<file path="config.mk">
export PLATFORM = sky130hd
export DESIGN_NAME = uart_rx_frame_parser
export DESIGN_NICKNAME = d
export VERILOG_FILES = /design/src/rtl/uart_pkg.sv /design/src/rtl/uart_frame_buffer.sv /design/src/rtl/uart_rx_frame_parser.sv
export SDC_FILE = /design/constraint.sdc
export NUM_CORES = 1
export LEC_CHECK = 0
export ABC_AREA = 0
export CAP_MARGIN = 20
export CORE_ASPECT_RATIO = 0.6
export CORE_MARGIN = 5
export CORE_UTILIZATION = 65
export CTS_CLUSTER_DIAMETER = 30
export DETAILED_ROUTE_END_ITERATION = 6
export PLACE_DENSITY = 0.92
export SYNTH_ARGS = -nofsm -noshare
export SYNTH_HDL_FRONTEND = slang
export SYNTH_HIERARCHICAL = 1
export SYNTH_SLANG_ARGS = --single-unit
</file>
<file path="constraint.sdc">
create_clock -name i_Clock -period 4.2 [get_ports i_Clock]
set_input_delay 0.84 -clock i_Clock [delete_from_list [all_inputs] [get_ports i_Clock]]
set_output_delay 0.84 -clock i_Clock [all_outputs]
set_load 0.01 [all_outputs]
</file>
<file path="src/rtl/uart_pkg.sv">
// Shared encodings for the UART frame parser: FSM states, discard reasons,
// and the index-width helper used by the parser and its payload buffer.
package uart_pkg;

  typedef enum logic [2:0] {
    IDLE        = 3'd0,
    GET_LEN     = 3'd1,
    GET_PAYLOAD = 3'd2,
    GET_CHK     = 3'd3,
    DRAIN       = 3'd4
  } state_t;

  localparam logic [1:0] ERR_LEN     = 2'd1;
  localparam logic [1:0] ERR_CHK     = 2'd2;
  localparam logic [1:0] ERR_TIMEOUT = 2'd3;

  function automatic int idx_width(input int depth);
    return (depth > 1) ? $clog2(depth) : 1;
  endfunction

endpackage

</file>
<file path="src/rtl/uart_frame_buffer.sv">
// Payload store for one frame: single write port, single read port with a
// registered read value that feeds the downstream data output directly.
module uart_frame_buffer
  import uart_pkg::*;
#(
  parameter int DEPTH = 16,
  parameter int IDX_W = idx_width(DEPTH)
) (
  input  logic             clk,
  input  logic             rst,
  input  logic             wr_en,
  input  logic [IDX_W-1:0] wr_idx,
  input  logic [7:0]       wr_data,
  input  logic             rd_en,
  input  logic [IDX_W-1:0] rd_idx,
  output logic [7:0]       rd_data
);

  logic [7:0] mem [DEPTH];

  // NOTE: the storage array is deliberately not reset; every entry is written
  // before it is read, so a reset would only add area and fan-out.
  always_ff @(posedge clk) begin
    if (wr_en) mem[wr_idx] <= wr_data;
  end

  always_ff @(posedge clk) begin
    if (rst)        rd_data <= 8'h00;
    else if (rd_en) rd_data <= mem[rd_idx];
  end

endmodule

</file>
<file path="src/rtl/uart_rx_frame_parser.sv">
// Frame parser behind the UART receiver: SYNC, LEN, payload, CHK. Only
// checksum-clean payloads are streamed out on a valid/ready/last interface.
module uart_rx_frame_parser
  import uart_pkg::*;
#(
  parameter int         CLKS_PER_BIT = 87,
  parameter int         MAX_LEN      = 16,
  parameter logic [7:0] SYNC_BYTE    = 8'hA5,
  parameter int         TIMEOUT_CLKS = CLKS_PER_BIT * 20
) (
  input  logic       i_Clock,
  input  logic       i_Reset,
  input  logic       i_RX_DV,
  input  logic [7:0] i_RX_Byte,
  output logic       o_Data_Valid,
  output logic [7:0] o_Data_Byte,
  output logic       o_Data_Last,
  input  logic       i_Data_Ready,
  output logic       o_Frame_Err,
  output logic [1:0] o_Err_Code,
  output logic       o_Overrun,
  output logic       o_Busy
);

  localparam int               IDX_W     = idx_width(MAX_LEN);
  localparam int               CNT_W     = $clog2(TIMEOUT_CLKS + 1);
  localparam logic [CNT_W-1:0] CNT_ONE   = CNT_W'(1);
  localparam logic [CNT_W-1:0] CNT_LAST  = CNT_W'(TIMEOUT_CLKS - 1);
  localparam logic [7:0]       MAX_LEN_B = 8'(MAX_LEN);

  state_t           state;
  logic [IDX_W-1:0] len_m1;
  logic [IDX_W-1:0] wr_idx;
  logic [IDX_W-1:0] rd_idx;
  logic [7:0]       sum;
  logic [CNT_W-1:0] to_cnt;

  logic             waiting;
  logic             timed_out;
  logic             take;
  logic             len_ok;
  logic             chk_ok;
  logic             buf_wr_en;
  logic             buf_rd_en;
  logic [IDX_W-1:0] buf_rd_idx;

  assign waiting   = (state == GET_LEN) || (state == GET_PAYLOAD) || (state == GET_CHK);
  // A strobe in the expiry cycle wins over the timeout.
  assign timed_out = waiting && !i_RX_DV && (to_cnt == CNT_LAST);
  assign take      = o_Data_Valid && i_Data_Ready;
  assign len_ok    = (i_RX_Byte != 8'h00) && (i_RX_Byte <= MAX_LEN_B);
  assign chk_ok    = (state == GET_CHK) && i_RX_DV && (i_RX_Byte == sum);
  assign buf_wr_en = (state == GET_PAYLOAD) && i_RX_DV;

  // NOTE: every signal assigned here gets a default first so no latch is inferred.
  always_comb begin
    buf_rd_en  = 1'b0;
    buf_rd_idx = rd_idx;
    if (chk_ok) begin
      buf_rd_en  = 1'b1;
      buf_rd_idx = '0;
    end else if ((state == DRAIN) && take && !o_Data_Last) begin
      buf_rd_en  = 1'b1;
      buf_rd_idx = rd_idx + IDX_W'(1);
    end
  end

  uart_frame_buffer #(
    .DEPTH (MAX_LEN),
    .IDX_W (IDX_W)
  ) u_buffer (
    .clk     (i_Clock),
    .rst     (i_Reset),
    .wr_en   (buf_wr_en),
    .wr_idx  (wr_idx),
    .wr_data (i_RX_Byte),
    .rd_en   (buf_rd_en),
    .rd_idx  (buf_rd_idx),
    .rd_data (o_Data_Byte)
  );

  // The timeout counter holds cycles elapsed since the last strobe, counting
  // the strobe cycle as 0, so it is loaded with 1 when a byte arrives.
  // NOTE: state and outputs use non-blocking assignments so every read below
  // sees the pre-edge value regardless of statement order.
  always_ff @(posedge i_Clock) begin
    if (i_Reset) begin
      state        <= IDLE;
      len_m1       <= '0;
      wr_idx       <= '0;
      rd_idx       <= '0;
      sum          <= 8'h00;
      to_cnt       <= '0;
      o_Data_Valid <= 1'b0;
      o_Data_Last  <= 1'b0;
      o_Frame_Err  <= 1'b0;
      o_Err_Code   <= 2'd0;
      o_Overrun    <= 1'b0;
      o_Busy       <= 1'b0;
    end else begin
      o_Frame_Err <= 1'b0;
      o_Overrun   <= 1'b0;
      to_cnt      <= '0;
      if (timed_out) begin
        state       <= IDLE;
        o_Busy      <= 1'b0;
        o_Frame_Err <= 1'b1;
        o_Err_Code  <= ERR_TIMEOUT;
      end else begin
        case (state)
          IDLE: begin
            if (i_RX_DV && (i_RX_Byte == SYNC_BYTE)) begin
              state  <= GET_LEN;
              o_Busy <= 1'b1;
              to_cnt <= CNT_ONE;
            end
          end
          GET_LEN: begin
            if (!i_RX_DV) begin
              to_cnt <= to_cnt + CNT_ONE;
            end else if (len_ok) begin
              len_m1 <= IDX_W'(i_RX_Byte - 8'd1);
              sum    <= i_RX_Byte;
              wr_idx <= '0;
              state  <= GET_PAYLOAD;
              to_cnt <= CNT_ONE;
            end else begin
              state       <= IDLE;
              o_Busy      <= 1'b0;
              o_Frame_Err <= 1'b1;
              o_Err_Code  <= ERR_LEN;
            end
          end
          GET_PAYLOAD: begin
            if (!i_RX_DV) begin
              to_cnt <= to_cnt + CNT_ONE;
            end else begin
              sum    <= sum + i_RX_Byte;
              wr_idx <= wr_idx + IDX_W'(1);
              to_cnt <= CNT_ONE;
              if (wr_idx == len_m1) state <= GET_CHK;
            end
          end
          GET_CHK: begin
            if (!i_RX_DV) begin
              to_cnt <= to_cnt + CNT_ONE;
            end else if (chk_ok) begin
              state        <= DRAIN;
              rd_idx       <= '0;
              o_Data_Valid <= 1'b1;
              o_Data_Last  <= (len_m1 == '0);
            end else begin
              state       <= IDLE;
              o_Busy      <= 1'b0;
              o_Frame_Err <= 1'b1;
              o_Err_Code  <= ERR_CHK;
            end
          end
          DRAIN: begin
            if (i_RX_DV) o_Overrun <= 1'b1;
            if (take) begin
              if (o_Data_Last) begin
                state        <= IDLE;
                o_Busy       <= 1'b0;
                o_Data_Valid <= 1'b0;
                o_Data_Last  <= 1'b0;
              end else begin
                rd_idx      <= rd_idx + IDX_W'(1);
                o_Data_Last <= ((rd_idx + IDX_W'(1)) == len_m1);
              end
            end
          end
          default: begin
            state  <= IDLE;
            o_Busy <= 1'b0;
          end
        endcase
      end
    end
  end

endmodule

</file>
==> Yosys cells after proc, flatten, opt, wreduce, memory -nomap -nowiden <==
Memories as Yosys holds them, arrays and structs flattened. A register that Yosys moved wholly into a read port is not among the register bits.
Cells that the tools add are included.
{ "op_classes": {"muxes": 64, "n_reduce_logical": 30, "n_lt_le_gt_ge": 1, "n_eq_ne": 25, "n_addsub": 5, "n_bitwise": 3} }
{ "ops": {"columns": ["operator", "count"], "rows": [
  ["one-hot mux 11 bit (4 select lines)", 1],
  ["two-way mux 4 bit", 9],
  ["two-way mux 11 bit", 3],
  ["two-way mux 1 bit", 25],
  ["two-way mux 3 bit", 8],
  ["two-way mux 8 bit", 3],
  ["!= test 2 bit, second input constant", 11],
  ["one-hot mux 4 bit (2 select lines)", 2],
  ["one-hot mux 8 bit (2 select lines)", 1],
  ["one-hot mux 3 bit (5 select lines)", 1],
  ["AND reduction 5 bit", 3],
  ["two-way mux 2 bit", 6],
  ["!= test 3 bit, second input constant", 4],
  ["AND reduction 6 bit", 2],
  ["adder 11 x 1 -> 11 bit, second input constant", 1],
  ["== test 11 bit, second input constant", 1],
  ["logical AND 1 bit", 10],
  ["adder 4 x 1 -> 4 bit, second input constant", 2],
  ["adder 8 bit", 1],
  ["== test 4 bit", 2],
  ["== test 8 bit", 1],
  ["== test 8 bit, second input constant", 1],
  ["less-or-equal comparator 8 x 5 -> 1 bit, second input constant", 1],
  ["AND reduction 8 bit", 1],
  ["20 further kinds", 28]
]} }
{ "totals": {"ram_bits": 128, "mem_count": 1, "out_inout_bits": 15, "in_bits": 12, "regBits": 41, "wordCells": 141} }
{ "mem_list": {"columns": ["memory", "words", "width", "read_ports", "rd_ports_with_merged_regs", "write_ports", "line", "rtl"], "rows": [
  ["u_buffer.mem", 16, 8, 1, 1, 1, "uart_frame_buffer.sv:19", "logic [7:0] mem [DEPTH];"]
]} }

==> Logic depth before layout (Yosys ltp) <==
Gate-level depths: netlist of run 1.
{ "depth": {"ltp_word": 7, "ltp_mapped": 13} }

==> Hierarchy <==
The synthesis of run 1 kept the hierarchy.
{ "modules_own_cells": {"columns": ["module", "cells_each", "area_per_inst_um2", "n_inst"], "rows": [
  ["uart_frame_buffer", 316, 5343.9, 1],
  ["uart_rx_frame_parser", 287, 2528.7, 1]
]} }

==> Least setup slack after synthesis of run 1 <==
Ideal clock, no wire load.
{ "synth_path": {"path_kind": "input port to flip-flop", "startpoint": "input i_RX_Byte[2]", "endpoint": "register u_buffer.rd_data[6], read port of u_buffer.mem", "setup_time_ns": 0.120, "required_time_ns": 4.080, "path_buffers": 1, "t_arrival_ns": 2.913, "setup_slack_ns": 1.168, "stages": 10, "cell_sequence": "ha_1 > nor4_1 > nand3_1 > nor4_4 > nor2_1 > nor2_1 > buf_2 > a22oi_1 > nand3_1 > nand3_1"} }
{ "synth_between": {"elab_chain_cells": 3, "elab_cells_between_ends": 4, "cone_classes": "eq/ne: 1; mux: 2; reduce/logical: 1"} }
{ "synth_lines": {"columns": ["element", "line", "rtl"], "rows": [
  ["start: declaration", "uart_rx_frame_parser.sv:14", "input logic [7:0] i_RX_Byte,"],
  ["== test 8 bit", "uart_rx_frame_parser.sv:52", "assign chk_ok = (state == GET_CHK) && i_RX_DV && (i_RX_Byte == sum);"],
  ["logical AND 1 bit", "uart_rx_frame_parser.sv:52", null],
  ["two-way mux 4 bit", "uart_rx_frame_parser.sv:59", "if (chk_ok) begin"],
  ["via buf_rd_idx[0]", "uart_rx_frame_parser.sv:45", "logic [IDX_W-1:0] buf_rd_idx;"],
  ["end: declaration", "uart_frame_buffer.sv:16", "output logic [7:0] rd_data"]
]} }
The timed path passes the listed nets, and every way through them passes these cells.
A chain may end at the register's enable or synchronous reset.

==> Final worst setup path of run 1 <==
{ "layout_path": {"startpoint": "input i_RX_Byte[6]", "endpoint": "register u_buffer.rd_data[0], read port of u_buffer.mem"} }
The elaborated chain is that of the path after synthesis.

==> out/qor.csv, run 1 <==
stage,metric,value,unit
floorplan,# rows,31,
floorplan,# IOs,27,
synthesis,Syn Nets,629,
sta,Max Clk Rate,254.8,MHz
detailed_routing,detailed-route via count,5423,
floorplan,height of the die,95.25,um
synthesis,largest cells by area after synthesis,"edfxtp_1 (49%), dfxtp_1 (12%), mux2i_1 (8.4%), nor2_1 (2.4%), a22oi_1 (2.4%)",
global_route,number of global-route vias before repair,5257,
detailed_routing,post-DR wirelength/cell,23.11,um
sta,Slew @ Worst Pin,1027,ps
cts,clock insertion delay at the later pin of the skew report,430,ps
cts,"Reg clk slew, reported paths",70,ps
global_route,total grt overflow,0,
cts,post-CTS resize count,0,
cts,CTS root buf,clkbuf_16,
sta,RSZ-0062 raised after global routing,no,
cts,Bufs on Longest Clock Path,2,
cts,clock sinks,177,
sta,fin crit period,3925,ps
floorplan,Initial Utilization,65.90,%
global_route,antenna violations before repair,0,
floorplan,Core Footprint,0.01195,mm^2
final_layout,Finished Cell Area,0.008911,mm^2
global_route,first-pass GRT wire length,29360,um
pwr,Power Density,395.0,mW/mm^2
job,max_cap viols,0,
critical_path,CP required,4570,ps
floorplan,DIE WIDTH,152.1,um
global_route,gr usage total,27.16,%
synthesis,synth warn,6,
final_layout,# diodes,0,
detailed_routing,Pre-antenna DRT Iters,5,
synthesis,asr flop ratio synth,0,%
detailed_routing,post-route ant nets,0,
synthesis,"Top FF cell, synth",edfxtp_1,
detailed_routing,Post-Route WL,19070,um
pwr,Leak Pwr,2.959,nW
sta,period utilization,93.45,%
detailed_routing,drt drc,0,
sta,clk_skew,11.20,ps
sta,Fin Setup TNS,0,ps
cts,# Post-CTS Setup Buffers,0,
sta,Final setup viols,0,
critical_path,CP startpoint kind,input pin,
synthesis,Synth top area share,48.82,%
critical_path,CP Class,in2reg,
final_layout,"Net count, final",673,
critical_path,largest fanout on the critical path,16,
placement,hpwl dp,12390,um
detailed_routing,Vias/cell,6.573,
critical_path,Worst Setup End Kind,register,
placement,Placer Congestion,0.9967,
global_route,largest net degree at the start of global routing,28,
synthesis,synth unique cells,65,
synthesis,Mean Syn Cell Area,13.06,um^2
sta,Slew Limit Headroom,31.37,%
synthesis,register area share after synthesis,61.28,%
final_layout,Area Overhead vs Synth,13.19,%
cts,H-tree level count,4,
pwr,Peak VDD IR,0.3432,mV
synthesis,Post-synth EDFFs,128,
synthesis,register bit total from synthesis,177,
hold_path,worst hold path type,reg2reg,
synthesis,Syn Inst Count,603,
detailed_routing,DRT iter0 DRCs,552,
floorplan,die area,0.01448,mm^2
synthesis,Synth area leader,edfxtp_1,
critical_path,Arrival @ worst endpoint,4300,ps
final_layout,layout cells sized above 1,10.61,%
outcome,outcome,"complete, no violations",
placement,Placed Area,0.008325,mm^2
cts,TritonCTS clock tree,done,
sta,Final Hold Fails,0,
cts,# hold bufs at CTS,0,
synthesis,Post-Syn Area,0.007873,mm^2
placement,IO buf count,26,
sta,"Slew Viols, Final",0,
cts,CTS buffer count,17,
[logic make-up (layout without fill, tap and decap cells)]
logic type / after synthesis / in the layout / share of synthesized area [%]
and+or+nand+nor: 183 / 183 / 12.60
DFF: 177 / 177 / 61.28
AOI/OAI and AO/OA: 99 / 99 / 9.107
muxes: 67 / 67 / 8.535
buffers and inverters: 36 / 93 / 3.147
xor gates and xnor gates: 27 / 27 / 3.004
adders and majority gates: 14 / 14 / 2.320
[routing by layer]
layer | wire [um] | vias to the layer above | part of all wire [%] | track usage, %
met5 | 0 | - | 0 | 0
met4 | 365 | 0 | 1.9 | 10.02
met3 | 2167 | 37 | 11 | 8.073
met2 | 8501 | 339 | 45 | 41.21
met1 | 8031 | 2668 | 42 | 37.75
li1 | - | 2379 | - | -
[where the power goes]
group / total [mW] / leakage (nW) / switching, mW / internal [mW]
clock network: 1.56 / 0.291 / 0.737 / 0.827
registers: 1.87 / 1.54 / 0.000386 / 1.87
logic: 0.0875 / 1.12 / 0.0606 / 0.0269
[stage by stage]
step / cells / hold WS [ps] / setup WS [ps] / util [%] / power, mW
6_report: 825 / 460.8 / 275.2 / 74.59 / 3.519
5_1_grt: 825 / 487.0 / 168.9 / 74.59 / 3.613
4_1_cts: 825 / 464.7 / 369.1 / 74.59 / 3.522
3_5_place_dp: 793 / 447.9 / -21.09 / 69.69 / 1.992
3_3_place_gp: 793 / 442.6 / 171.4 / 69.69 / 1.989
2_1_floorplan: 603 / 453.4 / 1168 / - / 1.936
[registers in the layout (all words and copies together) (netlist names), 2 cells and up]
| name | cells |
|---|---|
| u_buffer/rd_data | 8 |
| len_m1 | 4 |
| o_Err_Code | 2 |
| to_cnt | 11 |
| wr_idx | 4 |
| u_buffer/mem | 128 |
| rd_idx | 4 |
| state | 3 |
| sum | 8 |
[worst max-delay path: stages]
cell and delay (ps):
clkdlybuf4s50_1 540, ha_1 410, nor4_1 410, nand3_1 260
nor4_4 300, buf_4 240, nor2_1 90, and2_1 400
a22oi_1 530, nand3_1 160, nand3_1 110
[final cells by class]
cell class                      count  area, um^2
Clock buffer                       19       454.2
Timing Repair Buffer               48       437.9
Sequential cell                   177        4825
Fill cell                         756        3035
Tap cell                          165       206.4
Multi-Input combinational cell    390        2808
Clock inverter                     13       131.4
Inverter                           13       48.80
[cell usage in the layout (no fill, tap or decap), types with 3 or more instances in the layout]
| cell type | count |
|---|---|
| a21oi_1 | 22 |
| a211oi_1 | 12 |
| dfxtp_1 | 49 |
| nand2b_1 | 5 |
| or3b_1 | 3 |
| edfxtp_1 | 128 |
| a31oi_1 | 4 |
| clkdlybuf4s50_1 | 26 |
| nor3_1 | 15 |
| o21ai_0 | 8 |
| a211o_1 | 3 |
| clkinv_4 | 3 |
| ha_1 | 13 |
| o21a_1 | 3 |
| nor4_1 | 5 |
| nand3_1 | 35 |
| a22oi_1 | 25 |
| nor2_1 | 50 |
| nor3b_1 | 3 |
| inv_6 | 3 |
| buf_4 | 21 |
| nand3b_1 | 3 |
| xor2_1 | 8 |
| clkbuf_16 | 18 |
| nor2b_1 | 5 |
| xnor2_1 | 19 |
| a21o_1 | 3 |
| inv_8 | 5 |
| inv_1 | 13 |
| or3_1 | 4 |
| mux2i_1 | 66 |
| nand2_1 | 29 |
| and3_1 | 5 |
[Yosys cell counts (3+ instances only)]
master / instances
a211o_1: 3
a211oi_1: 12
a21o_1: 3
a21oi_1: 22
a22oi_1: 25
a31oi_1: 4
and3_1: 5
buf_2: 10
buf_4: 3
buf_6: 3
buf_8: 3
dfxtp_1: 49
edfxtp_1: 128
ha_1: 13
inv_1: 13
mux2i_1: 66
nand2_1: 29
nand2b_1: 5
nand3_1: 35
nand3b_1: 3
nor2_1: 51
nor2b_1: 5
nor3_1: 15
nor3b_1: 3
nor4_1: 5
o21a_1: 3
o21ai_0: 8
or3_1: 4
or3b_1: 3
xnor2_1: 19
xor2_1: 8
[worst paths after layout]
kind	slack (ps)	end	start	depth (start not counted)
setup / recovery	280	u_buffer/rd_data[0]	i_RX_Byte[6]	11
hold / removal	460	u_buffer/rd_data[3]	u_buffer/rd_data[3]	2
setup reg to reg	380	u_buffer/rd_data[2]	state[2]	10
hold reg to reg	460	u_buffer/rd_data[3]	u_buffer/rd_data[3]	2
Power figures use the tool's default switching activity.
==> run 2, diff against run 1 <==
--- a/config.mk
+++ b/config.mk
@@ -12,6 +12,7 @@
 export CORE_UTILIZATION = 65
 export CTS_CLUSTER_DIAMETER = 30
 export DETAILED_ROUTE_END_ITERATION = 6
+export HOLD_SLACK_MARGIN = 0.1
 export PLACE_DENSITY = 0.92
 export SYNTH_ARGS = -nofsm -noshare
 export SYNTH_HDL_FRONTEND = slang
==> results of run 2 <==
Same layout as run 1: the final DEF is identical, and so are final timing and power.
